$ cat config.mk
export PLATFORM = sky130hd
export DESIGN_NAME = conn_aging_scheduler_flat
export DESIGN_NICKNAME = d
export VERILOG_FILES = /design/src/rtl/conn_pkg.sv /design/src/rtl/conn_aging_scheduler_if.sv /design/src/rtl/aging_check.sv /design/src/rtl/conn_aging_scheduler.sv /design/src/flat_wrapper.sv
export SDC_FILE = /design/constraint.sdc
export NUM_CORES = 1
export LEC_CHECK = 0
export BUFFER_PORTS_ARGS = -buffer_cell sky130_fd_sc_hd__buf_2
export CAP_MARGIN = 20
export CORE_MARGIN = 10
export CORE_UTILIZATION = 31
export DETAILED_ROUTE_END_ITERATION = 16
export HOLD_SLACK_MARGIN = 0.12
export PLACE_DENSITY = 0.64
export SLEW_MARGIN = 25
export SYNTH_ARGS = -nofsm -noshare
export SYNTH_HDL_FRONTEND = slang
export SYNTH_SLANG_ARGS = --single-unit
$ cat constraint.sdc
create_clock -name clk -period 2.5 [get_ports clk]
set_input_delay 0.25 -clock clk [delete_from_list [all_inputs] [get_ports clk]]
set_output_delay 0.25 -clock clk [all_outputs]
set_load 0.03 [all_outputs]
$ cat src/rtl/conn_pkg.sv
// conn_pkg: shared definitions for the connection-table aging scheduler.
//   - Entry layout {valid[16], evb[15:8], lastTMP[7:0]} field offsets.
//   - agingInfo layout {flowID[39:24], pad[23:16], evb[15:8], lastTMP[7:0]} offsets.
//   - Timestamp / flowID widths and aging scanner state encodings.
package conn_pkg;

    localparam int unsigned w_timestamp = 8;
    localparam int unsigned w_flowID    = 16;
    localparam int unsigned w_agingInfo = 40;

    typedef logic [w_timestamp-1:0] timestamp_t;

    // Entry field offsets
    localparam int unsigned ENT_VALID   = 16;
    localparam int unsigned ENT_EVB_MSB = 15;
    localparam int unsigned ENT_EVB_LSB = 8;
    localparam int unsigned ENT_TMP_MSB = 7;
    localparam int unsigned ENT_TMP_LSB = 0;

    // agingInfo field offsets
    localparam int unsigned AI_FLOW_LSB = 24;
    localparam int unsigned AI_PAD_LSB  = 16;
    localparam int unsigned AI_EVB_LSB  = 8;
    localparam int unsigned AI_TMP_LSB  = 0;

    // Aging scanner states
    localparam logic [2:0] StIdle = 3'd0;
    localparam logic [2:0] StRd   = 3'd1;
    localparam logic [2:0] StChk  = 3'd2;
    localparam logic [2:0] StWr   = 3'd3;
    localparam logic [2:0] StNext = 3'd4;

endpackage

$ cat src/rtl/conn_aging_scheduler_if.sv
// conn_aging_scheduler_if: single-port connection-table RAM bus.
//   tb_rden / tb_wren  read / write enables (at most one set per cycle)
//   tb_addr            table address
//   tb_wdata           write data
//   tb_rdata           read data, valid one cycle after tb_rden
// Modports: master (scheduler side), slave (RAM side).
interface conn_aging_scheduler_if #(
    parameter int unsigned w_tbAddr = 10,
    parameter int unsigned w_entry  = 17
);

    logic                tb_rden;
    logic                tb_wren;
    logic [w_tbAddr-1:0] tb_addr;
    logic [w_entry-1:0]  tb_wdata;
    logic [w_entry-1:0]  tb_rdata;

    modport master (
        output tb_rden,
        output tb_wren,
        output tb_addr,
        output tb_wdata,
        input  tb_rdata
    );

    modport slave (
        input  tb_rden,
        input  tb_wren,
        input  tb_addr,
        input  tb_wdata,
        output tb_rdata
    );

endinterface

$ cat src/rtl/aging_check.sv
// aging_check: combinational age comparator.
//   valid          entry valid bit
//   last_tmp       entry last-seen timestamp
//   cur_timestamp  free-running timestamp
//   cfg_ageThresh  threshold; 0 disables aging
//   expired        entry is valid and (cur - last) mod 256 >= threshold
module aging_check
    import conn_pkg::*;
(
    input  logic       valid,
    input  timestamp_t last_tmp,
    input  timestamp_t cur_timestamp,
    input  timestamp_t cfg_ageThresh,
    output logic       expired
);

    timestamp_t age;

    always_comb begin
        // Modular subtraction handles timestamp wrap.
        age     = cur_timestamp - last_tmp;
        expired = valid && (cfg_ageThresh != '0) && (age >= cfg_ageThresh);
    end

endmodule

$ cat src/rtl/conn_aging_scheduler.sv
// conn_aging_scheduler: shares the single-port connection table between the
// searcher (always wins) and a background aging scanner that invalidates
// timed-out entries and reports each one as a 40-bit agingInfo word.
// Ports:
//   clk, reset (async, active-low)
//   cur_timestamp, cfg_ageThresh    aging inputs
//   scan_start                      pulse; starts a sweep when idle
//   srch_req/wr/addr/wdata          searcher access
//   srch_rdata_valid, srch_rdata    searcher read return (1 cycle later)
//   tbl                             table RAM bus (master modport)
//   agingInfo_alf                   aging buffer almost-full
//   agingInfo_valid, agingInfo      aging report strobe and word
//   scan_busy                       sweep in progress
// Build option: AGING_STARVE_GUARD_EN forces a scanner slot after
// STARVE_LIMIT consecutive denied cycles (searcher stalls one cycle).
module conn_aging_scheduler
    import conn_pkg::*;
#(
    parameter int unsigned w_tbAddr     = 10,
    parameter int unsigned w_entry      = 17,
    parameter int unsigned STARVE_LIMIT = 16
) (
    input  logic                   clk,
    input  logic                   reset,
    input  timestamp_t             cur_timestamp,
    input  timestamp_t             cfg_ageThresh,
    input  logic                   scan_start,
    input  logic                   srch_req,
    input  logic                   srch_wr,
    input  logic [w_tbAddr-1:0]    srch_addr,
    input  logic [w_entry-1:0]     srch_wdata,
    output logic                   srch_rdata_valid,
    output logic [w_entry-1:0]     srch_rdata,
    conn_aging_scheduler_if.master tbl,
    input  logic                   agingInfo_alf,
    output logic                   agingInfo_valid,
    output logic [w_agingInfo-1:0] agingInfo,
    output logic                   scan_busy
);

    logic [2:0]             state_q, state_d;
    logic [w_tbAddr-1:0]    scan_addr_q, scan_addr_d;
    logic [w_entry-1:0]     ent_q, ent_d;
    logic                   rvalid_q;
    logic                   ai_valid_q;
    logic [w_agingInfo-1:0] ai_q;

    logic force_slot;
    logic srch_take;
    logic scan_rd;
    logic scan_wr;
    logic hazard;
    logic expired;

`ifdef AGING_STARVE_GUARD_EN
    localparam int unsigned w_starve = $clog2(STARVE_LIMIT + 1);
    logic [w_starve-1:0] starve_q;
    logic                denied;

    assign force_slot = (starve_q == w_starve'(STARVE_LIMIT));
    assign denied     = ((state_q == StRd) || (state_q == StWr)) && srch_req && !force_slot;

    always_ff @(posedge clk or negedge reset) begin
        if (!reset) begin
            starve_q <= '0;
        end else if (scan_rd || scan_wr) begin
            starve_q <= '0;
        end else if (denied) begin
            starve_q <= starve_q + 1'b1;
        end
    end
`else
    logic unused_starve_limit;
    assign unused_starve_limit = ^STARVE_LIMIT;
    assign force_slot          = 1'b0;
`endif

    // A forced scanner slot drops the searcher request for that cycle.
    assign srch_take = srch_req && !force_slot;
    assign scan_rd   = (state_q == StRd) && !srch_take;
    assign scan_wr   = (state_q == StWr) && !srch_take;
    // Searcher refresh of the entry under inspection invalidates our copy.
    assign hazard    = srch_take && srch_wr && (srch_addr == scan_addr_q);

    aging_check u_aging_check (
        .valid         (tbl.tb_rdata[ENT_VALID]),
        .last_tmp      (tbl.tb_rdata[ENT_TMP_MSB:ENT_TMP_LSB]),
        .cur_timestamp (cur_timestamp),
        .cfg_ageThresh (cfg_ageThresh),
        .expired       (expired)
    );

    always_comb begin
        tbl.tb_rden  = srch_take ? !srch_wr : scan_rd;
        tbl.tb_wren  = srch_take ? srch_wr : scan_wr;
        tbl.tb_addr  = srch_take ? srch_addr : scan_addr_q;
        tbl.tb_wdata = srch_take ? srch_wdata : {1'b0, ent_q[ENT_EVB_MSB:ENT_TMP_LSB]};
    end

    always_comb begin
        state_d     = state_q;
        scan_addr_d = scan_addr_q;
        ent_d       = ent_q;
        case (state_q)
            StIdle: if (scan_start) state_d = StRd;
            StRd:   if (scan_rd) state_d = StChk;
            StChk: begin
                ent_d = tbl.tb_rdata;
                if (hazard) begin
                    state_d = StRd;
                end else if (expired) begin
                    state_d = agingInfo_alf ? StRd : StWr;
                end else begin
                    state_d = StNext;
                end
            end
            StWr: begin
                if (hazard) begin
                    state_d = StRd;
                end else if (scan_wr) begin
                    state_d = StNext;
                end
            end
            StNext: begin
                if (scan_addr_q == '1) begin
                    scan_addr_d = '0;
                    state_d     = StIdle;
                end else begin
                    scan_addr_d = scan_addr_q + 1'b1;
                    state_d     = StRd;
                end
            end
            default: state_d = StIdle;
        endcase
    end

    always_ff @(posedge clk or negedge reset) begin
        if (!reset) begin
            state_q     <= StIdle;
            scan_addr_q <= '0;
            ent_q       <= '0;
            rvalid_q    <= 1'b0;
            ai_valid_q  <= 1'b0;
            ai_q        <= '0;
        end else begin
            state_q     <= state_d;
            scan_addr_q <= scan_addr_d;
            ent_q       <= ent_d;
            rvalid_q    <= srch_take && !srch_wr;
            ai_valid_q  <= scan_wr;
            if (scan_wr) begin
                ai_q <= {w_flowID'(scan_addr_q), 8'h00, ent_q[ENT_EVB_MSB:ENT_TMP_LSB]};
            end
        end
    end

    assign srch_rdata_valid = rvalid_q;
    assign srch_rdata       = rvalid_q ? tbl.tb_rdata : '0;
    assign agingInfo_valid  = ai_valid_q;
    assign agingInfo        = ai_q;
    assign scan_busy        = (state_q != StIdle);

endmodule

$ cat src/flat_wrapper.sv
// flat-port wrapper written by rule: the top's interface ports become plain ports
module conn_aging_scheduler_flat import conn_pkg::*;
#(
    parameter int unsigned w_tbAddr     = 10,
    parameter int unsigned w_entry      = 17,
    parameter int unsigned STARVE_LIMIT = 16
)
  (clk, reset, cur_timestamp, cfg_ageThresh, scan_start, srch_req, srch_wr, srch_addr, srch_wdata, srch_rdata_valid, srch_rdata, agingInfo_alf, agingInfo_valid, agingInfo, scan_busy, tbl_tb_rden, tbl_tb_wren, tbl_tb_addr, tbl_tb_wdata, tbl_tb_rdata);
  conn_aging_scheduler_if #(.w_tbAddr(w_tbAddr), .w_entry(w_entry)) tbl_i ();
  input  logic clk;
  input  logic reset;
  input  timestamp_t cur_timestamp;
  input  timestamp_t cfg_ageThresh;
  input  logic scan_start;
  input  logic srch_req;
  input  logic srch_wr;
  input  logic [w_tbAddr-1:0] srch_addr;
  input  logic [w_entry-1:0] srch_wdata;
  output logic srch_rdata_valid;
  output logic [w_entry-1:0] srch_rdata;
  input  logic agingInfo_alf;
  output logic agingInfo_valid;
  output logic [w_agingInfo-1:0] agingInfo;
  output logic scan_busy;
  output wire logic [$bits(tbl_i.tb_rden)-1:0] tbl_tb_rden;
  output wire logic [$bits(tbl_i.tb_wren)-1:0] tbl_tb_wren;
  output wire logic [$bits(tbl_i.tb_addr)-1:0] tbl_tb_addr;
  output wire logic [$bits(tbl_i.tb_wdata)-1:0] tbl_tb_wdata;
  input wire logic [$bits(tbl_i.tb_rdata)-1:0] tbl_tb_rdata;
  assign tbl_tb_rden = tbl_i.tb_rden;
  assign tbl_tb_wren = tbl_i.tb_wren;
  assign tbl_tb_addr = tbl_i.tb_addr;
  assign tbl_tb_wdata = tbl_i.tb_wdata;
  assign tbl_i.tb_rdata = tbl_tb_rdata;
  conn_aging_scheduler #(.w_tbAddr(w_tbAddr), .w_entry(w_entry), .STARVE_LIMIT(STARVE_LIMIT)) u_core (.clk(clk), .reset(reset), .cur_timestamp(cur_timestamp), .cfg_ageThresh(cfg_ageThresh), .scan_start(scan_start), .srch_req(srch_req), .srch_wr(srch_wr), .srch_addr(srch_addr), .srch_wdata(srch_wdata), .srch_rdata_valid(srch_rdata_valid), .srch_rdata(srch_rdata), .tbl(tbl_i), .agingInfo_alf(agingInfo_alf), .agingInfo_valid(agingInfo_valid), .agingInfo(agingInfo), .scan_busy(scan_busy));
endmodule
# Word level (Yosys, flattened, before mapping)
# Index checks and enable logic that the tools add are counted.
[classes]
add_sub_neg = 2
n_lt_le_gt_ge = 1
n_eq_ne = 9
n_mux = 15
reduce_logical = 13
[op_table]
columns = ["cell", "n"]
rows = [
  ["2-to-1 mux 17 bit", 2],
  ["2-to-1 mux 10 bit", 2],
  ["2-to-1 mux 3 bit", 6],
  ["case mux 3 bit (5 select lines)", 1],
  ["adder 10 x 1 -> 10 bit (second input constant)", 1],
  ["equality test 10 bit", 1],
  ["equality test 10 bit (second input constant)", 1],
  [">= comparator 8 bit", 1],
  ["nonzero test 8 bit", 1],
  ["subtractor 8 bit", 1],
  ["logical AND 1 bit", 7],
  ["equality test 3 x 2 -> 1 bit (second input constant)", 2],
  ["equality test 3 x 1 -> 1 bit (second input constant)", 1],
  ["equality test 3 bit (second input constant)", 1],
  ["zero test 3 bit", 1],
  ["2-to-1 mux 1 bit", 3],
  ["inequality test 3 x 1 -> 1 bit (second input constant)", 1],
  ["AND reduction 3 bit", 1],
  ["nonzero test 3 bit", 1],
  ["zero test 1 bit", 2],
  ["2-to-1 mux 2 bit", 1],
  ["inequality test 2 x 1 -> 1 bit (second input constant)", 1],
  ["inequality test 2 bit (second input constant)", 1],
]
[totals]
reg_bits = 57
in_bits = 66
output_inout_bits = 89

# Logic depth before layout (Yosys ltp)
# Gate-level depths: netlist of the first run.
[depth]
depth_word = 6
ltp_mapped = 15
depth_no_buf = 15

# Hierarchy
# From an unflattened synthesis of the first run, not the netlist that was laid out.
[unflattened]
cells_unflattened = 322
hier_area_um2 = 3508.4
[modules_own_cells]
columns = ["module", "instances", "cells_each", "area_each_um2", "seq_area_each_um2"]
rows = [
  ["conn_aging_scheduler", 1, 255, 3006.6, 1426.4],
  ["aging_check", 1, 67, 501.7, 0.0],
]

# Worst setup path after synthesis of the first run
# Ideal clock, no wire load.
[synth_timing]
path_kind = "input to register"
startpoint = "input cur_timestamp[0]"
endpoint = "register u_core.state_q[0]"
setup_time_ns = 0.139
arrival_ns = 2.474
required_time_ns = 2.361
slack_ns = -0.113
cell_stages = 15
path_buffers = 0
path_cell_list = "inv_1 -> ha_1 -> inv_1 -> fa_1 -> a21o_1 -> a21oi_1 -> o21bai_1 -> a21oi_1 -> xnor2_1 -> ha_1 -> a41o_1 -> a21oi_1 -> o31ai_1 -> nand3_1 -> o2111ai_1"
[synth_between]
elab_chain_len = 6
[synth_rtl]
columns = ["item", "line_no", "source"]
rows = [
  ["start, declared", "flat_wrapper.sv:12", "input timestamp_t cur_timestamp;"],
  ["subtractor 8 bit", "aging_check.sv:21", "age = cur_timestamp - last_tmp;"],
  [">= comparator 8 bit", "aging_check.sv:22", "expired = valid && (cfg_ageThresh != '0) && (age >= cfg_ageThresh);"],
  ["logical AND 1 bit", "aging_check.sv:22", ""],
  ["2-to-1 mux 3 bit", "conn_aging_scheduler.sv:111", "end else if (expired) begin"],
  ["2-to-1 mux 3 bit", "conn_aging_scheduler.sv:109", "if (hazard) begin"],
  ["case mux 3 bit (5 select lines)", "conn_aging_scheduler.sv:104", "case (state_q)"],
  ["end signal, assigned", "conn_aging_scheduler.sv:139", "state_q <= StIdle;"],
  ["end signal, assigned", "conn_aging_scheduler.sv:146", "state_q <= state_d;"],
  ["end, declared", "conn_aging_scheduler.sv:41", "logic [2:0] state_q, state_d;"],
]
# No other way between the ends.
# A chain may end at the register's enable or synchronous reset.

# Final worst setup path of the first run
[layout_timing]
startpoint = "input tbl_tb_rdata[0]"
endpoint = "register u_core.state_q[2]"
[layout_between]
elab_chain_len = 6
[layout_rtl]
columns = ["item", "line_no", "source"]
rows = [
  ["start, declared", "flat_wrapper.sv:29", "input wire logic [$bits(tbl_i.tb_rdata)-1:0] tbl_tb_rdata;"],
  ["subtractor 8 bit", "aging_check.sv:21", ""],
  [">= comparator 8 bit", "aging_check.sv:22", ""],
  ["logical AND 1 bit", "aging_check.sv:22", ""],
  ["2-to-1 mux 3 bit", "conn_aging_scheduler.sv:111", ""],
  ["2-to-1 mux 3 bit", "conn_aging_scheduler.sv:109", ""],
  ["case mux 3 bit (5 select lines)", "conn_aging_scheduler.sv:104", ""],
]
# No other way between the ends.

==> metrics.csv, run 1 <==
metric,value,unit
powerDensity,964,nW/µm²
path_class,input pin to register,
clock_latency,0.34,ns
synth_area,3470,µm²
finalMaxSlewViolations,0,
seqCellArea,1430,µm²
cp.required,2.77,ns
cts_buffers,9,
synth_cell_types,42,
crit_path_end_kind,register,
run_status,completed,
start_util,31.9,%
grt_setup_unrepaired,false,
io-pin-count,155,
synth_warnings,0,
antenna_left,0,
grt_pass1_vias,3153,
timing.fmax,421,MHz
ys_seq_area_share,41.1,%
overflow,0,
clockBufferDepth,2,
worstPathMaxFanout,3,
drc,0,
dieArea,15800,µm²
grt_use_total,12.7,%
nets,554,
max_cap_viol_count,0,
finalClockSkew,0.0110,ns
synthArstFlopShare,100,%
fin_crit_sh,95.1,%
drive_gt1_share,52.1,%
routed_wl,10.3,mm
placed_area,4340,µm²
cts_sinks,57,
ys_ff_latch,57,
period_needed,2.38,ns
leakagePower,2.39,nW
vias_per_cell,4.69,
clk_pin_slew,0.07,ns
core,10900,µm²
core.rowCount,38,
port_buffers,140,
h-tree-depth,3,
setup_viol,0,
final_cell_area,4620,µm²
synth.most_common_cell,mux2_2,
grt_max_degree,25,
fill_cells,1086,
ir_drop,0.000497,V
place_congestion,0.877,
ys_top_cells_by_area,"dfrtp_1, mux2_2, ha_1, buf_4, and2_1",
relSlewSlack,53.5,%
cts-root-buf,clkbuf_8,
arrival,2.65,ns
synth-edff-count,0,
hold-worst-slack,0.145,ns
wl_per_cell,16.7,µm
critPathLaunchType,input pin,
ys.flop_type,dfrtp_1,
synthToLayoutAreaGrowth,33.2,%
power.total,4.45,mW
report.final.hold_viol_count,0,
grt_pass1_wl,16.4,mm
multi_input_area,1900,µm²
synth_top_area_cell,dfrtp_1,
tightest_slew,0.697,ns
synth_top_area_share,41.1,%
ys_top_cells_by_count,"mux2_2, dfrtp_1, and2_1, inv_1, nor2_1",
antenna_found_initial,0,
first_pass_iters,4,
syn_area_per_cell,10.9,µm²
dr.first_iter.drc_count,88,
post-dp-hpwl,8.30,mm
num_vias,2894,
hold_class,input pin to register,
cts_tree,done,
postSynthCellCount,318,
fp.dieW,126,µm
fp.dieH,126,µm
metal layers:
layer  share of wire (%)  track usage [%]
met5                   0                0
met4                 2.8             7.37
met2                  49             20.8
met3                 7.3             3.82
met1                  41             14.5
layout by cell type, fill, tap and decap left out, types with 3 or more instances in the layout:
| cell | instances |
|---|---|
| nor3_1 | 8 |
| nand2b_1 | 4 |
| nand2_1 | 13 |
| a21o_1 | 3 |
| buf_2 | 139 |
| mux2_2 | 67 |
| ha_1 | 15 |
| inv_1 | 15 |
| a21oi_1 | 3 |
| xnor2_1 | 13 |
| dfrtp_1 | 57 |
| nor4_1 | 4 |
| and2_1 | 19 |
| o21ai_0 | 3 |
| conb_1 | 14 |
| inv_2 | 3 |
| clkbuf_8 | 10 |
| nor2b_1 | 3 |
| nand4_1 | 7 |
| xor2_1 | 12 |
| nor2_1 | 17 |
| buf_4 | 13 |
kinds of logic (layout without fill, tap and decap cells):
group | after synthesis | after routing | share of synthesized area (%)
muxes | 67 | 67 | 21.7
DFF | 57 | 57 | 41.1
and+or+nand+nor | 86 | 86 | 13.6
xor gates and xnor gates | 25 | 25 | 6.31
other | 1 | 15 | 0.108
AOI/OAI and AO/OA | 21 | 21 | 4.08
buffers and inverters | 44 | 189 | 6.67
adders and majority gates | 17 | 17 | 6.35
power breakdown:
| group | internal (mW) | leakage, nW | total, mW | switching, mW |
|---|---|---|---|---|
| Combinational | 0.802 | 1.55 | 1.98 | 1.18 |
| Clock | 0.586 | 0.113 | 0.954 | 0.368 |
| Sequential | 1.25 | 0.729 | 1.52 | 0.266 |
sequential cells by signal (all words and copies together), names as in the netlist:
register / cells
u_core.ent_q: 16
u_core.agingInfo_valid: 1
u_core.state_q: 3
u_core.srch_rdata_valid: 1
u_core.agingInfo: 26
u_core.scan_addr_q: 10
final cells by class:
class	instances	area share, %
multi-input cells	230	41.2
clock buffers	11	3.06
inverters	18	1.46
repair buffers	155	17.8
flip-flops and latches	57	30.9
clock inverters	5	1.71
well taps	140	3.79
diodes	1	0.0542
through the flow:
| step | TNS (ns) | util (%) | std cells | setup WS [ns] |
|---|---|---|---|---|
| 2_1_floorplan | 0 | - | 331 | 0.00223 |
| 4_1_cts | 0 | 42.0 | 615 | 0.0585 |
| 3_3_place_gp | -0.407 | 39.8 | 597 | -0.165 |
| 3_5_place_dp | -0.912 | 39.8 | 597 | -0.342 |
| 6_report | 0 | 42.4 | 617 | 0.124 |
| 5_1_grt | 0 | 42.4 | 616 | 0.000203 |
timing repair:
action                     CTS  global route
setup buffers                0             1
gates resized for setup      0             8
setup endpoints to repair    0             3
hold buffers                 2             0
hold endpoints to repair    14             0
critical path: stages:
cell      delay, ns
buf_2          0.13
ha_4           0.15
inv_2          0.03
fa_2           0.33
a21o_1         0.17
a21oi_2        0.13
o21bai_1       0.08
a21oi_1        0.18
xnor2_1        0.14
ha_1           0.28
a21o_1         0.21
a21oi_2        0.18
o31ai_4        0.11
nand3b_1       0.10
and4b_1        0.19
final timing paths:
path	start	to	slack, ns	depth (start not counted)
setup / recovery	tbl_tb_rdata[0]	u_core.state_q[2]	0.12	15
hold / removal	tbl_tb_rdata[10]	u_core.ent_q[10]	0.15	2
setup reg to reg	u_core.scan_addr_q[3]	u_core.scan_addr_q[9]	0.81	4
hold reg to reg	u_core.agingInfo[13]	u_core.agingInfo[13]	0.50	1
max in group asynchronous	reset	u_core.agingInfo[15]	1.50	3
min in group asynchronous	reset	u_core.agingInfo[32]	0.35	2
Note: power is estimated with default switching activity, not from simulation.
==> inputs of run 2 (changes only) <==
Settings changed: MAX_ROUTING_LAYER set to met4.
==> metrics.csv, run 2 (same netlist as run 1, synthesis figures left out) <==
metric,value,unit,change
dr.first_iter.drc_count,90,,+2.3%
relSlewSlack,53.5,%,about the same
p_int,2.64,mW,about the same
vias_per_cell,4.70,,+0.24%
final_cell_mix,"buf_2, mux2_2, dfrtp_1",,
cts_tree,done,,
r2r_cells,5,,+1
cts_buffers,9,,unchanged
synthToLayoutAreaGrowth,33.2,%,unchanged
post-dp-hpwl,8.30,mm,unchanged
placed_area,4340,µm²,unchanged
critPathLaunchType,input pin,,
worstPathMaxFanout,3,,unchanged
fp.dieW,126,µm,unchanged
critical_path.cell_chain,"buf_2, ha_4, inv_2, fa_2, a21o_1, a21oi_2, o21bai_1, a21oi_1, xnor2_1, ha_1, a21o_1, a21oi_2, o31ai_4, nand3b_1, and4b_1",,
finalClockSkew,0.0108,ns,-0.000205 ns
worstHoldStart,tbl_tb_rdata[10],,
core.rowCount,38,,unchanged
grt_setup_unrepaired,false,,
routed_wl,10.3,mm,about the same
num_vias,2901,,+0.24%
core,10900,µm²,unchanged
timing.rr.start,u_core.scan_addr_q[3],,
run_status,completed,,
cts-root-buf,clkbuf_8,,
fp.dieH,126,µm,unchanged
clock_latency,0.34,ns,about the same
tightest_slew,0.697,ns,-0.000497 ns
report.final.hold_viol_count,0,,unchanged
clk_pin_slew,0.07,ns,about the same
path_class,input pin to register,,
cpMaxStageDelayCell,fa_2,,
crit_path_end_kind,register,,
fill_cells,1086,,unchanged
grt_pass1_wl,16.4,mm,-0.13%
post-place-ws,-0.342,ns,unchanged
hold_depth,2,,unchanged
drive_gt1_share,52.1,%,unchanged
setup_viol,0,,unchanged
ir_drop,0.000497,V,about the same
leakagePower,2.39,nW,unchanged
drc,0,,unchanged
largest_register_ffs,26,,unchanged
p_sw,1.81,mW,about the same
clockPowerShare,21.4,%,about the same
antenna_left,0,,unchanged
cts_sinks,57,,unchanged
powerDensity,964,nW/µm²,about the same
arrival,2.65,ns,about the same
overflow,0,,unchanged
combPwrFrac,44.4,%,about the same
hold-worst-slack,0.146,ns,+0.000755 ns
power_frac_seq,34.1,%,about the same
clockBufferDepth,2,,unchanged
period_needed,2.38,ns,+0.00289 ns
port_buffers,140,,unchanged
nets,554,,unchanged
setup_tns,0,ns,unchanged
first_pass_iters,4,,unchanged
p_sw_share,40.7,%,about the same
grt_max_degree,25,,unchanged
wl_per_cell,16.7,µm,about the same
start_util,31.9,%,unchanged
timing.fmax,420,MHz,-0.12%
dieArea,15800,µm²,unchanged
finalMaxSlewViolations,0,,unchanged
final_cell_area,4620,µm²,unchanged
cp.required,2.77,ns,about the same
cp-startpoint,tbl_tb_rdata[0],,
io-pin-count,155,,unchanged
max_cap_viol_count,0,,unchanged
grt_pass1_vias,3158,,+0.16%
grt_use_total,13.1,%,+0.37 points
fin_crit_sh,95.2,%,+0.12 points
antenna_found_initial,0,,unchanged
place_congestion,0.892,,+1.6%
h-tree-depth,3,,unchanged
power.total,4.45,mW,about the same
crit_path_max_incr_delay,0.33,ns,about the same
final_common_cell,buf_2,,
setup_slack,0.121,ns,-0.00289 ns
hold_class,input pin to register,,
[run 2: repair_timing]
action / CTS / global route
hold buffers: 2 / 0
buffers inserted: 0 / 1
endpoints found under the hold margin: 14 / 0
endpoints found under the setup margin: 0 / 3
resized for setup: 0 / 8
[run 2: layout make-up]
cell class	count	area (µm²)	share of cell area, %
repair buffers	155	825	17.8
well taps	140	175	3.79
multi-input cells	230	1900	41.2
clock buffers	11	141	3.06
diodes	1	2.50	0.0542
clock inverters	5	78.8	1.71
flip-flops and latches	57	1430	30.9
inverters	18	67.6	1.46
[run 2: routing by layer]
| layer | up-vias | part of all wire [%] | GRT usage, % |
|---|---|---|---|
| met2 | 103 | 49 | 20.8 |
| met3 | 19 | 6.1 | 3.23 |
| met5 | - | 0 | - |
| met4 | 0 | 3.0 | 7.37 |
| met1 | 1400 | 42 | 14.9 |
| li1 | 1379 | - | - |
[run 2: power by group through the flow]
stage | Clock [mW] | Combinational, mW | Sequential, mW
after floorplan | 0 | 1.18 | 1.73
after global placement | 0 | 1.95 | 1.52
after detailed placement | 0 | 1.98 | 1.53
after CTS | 0.992 | 1.99 | 1.52
after global routing | 1.04 | 2.13 | 1.57
final | 0.954 | 1.98 | 1.52
[run 2: critical path, delay by kind of cell]
| kind | cells | cell delay [ns] |
|---|---|---|
| xor+xnor | 1 | 0.14 |
| buf+inv | 2 | 0.16 |
| fa+ha+maj | 3 | 0.76 |
| compound gates | 7 | 1.06 |
| simple gates | 2 | 0.29 |
[run 2: per-stage QoR]
| step | utilization, % | std cells |
|---|---|---|
| floorplan | - | 331 |
| global placement | 39.8 | 597 |
| detailed placement | 39.8 | 597 |
| CTS | 42.0 | 615 |
| global route | 42.4 | 616 |
| finish | 42.4 | 617 |
[run 2: path summary, 6_finish.rpt]
path | to | slack [ns]
max | u_core.state_q[2] | 0.12
min reg2reg | u_core.agingInfo[13] | 0.50
max reg2reg | u_core.state_q[0] | 0.81
min | u_core.ent_q[10] | 0.15
max in group asynchronous | u_core.agingInfo[15] | 1.49
min in group asynchronous | u_core.agingInfo[32] | 0.35
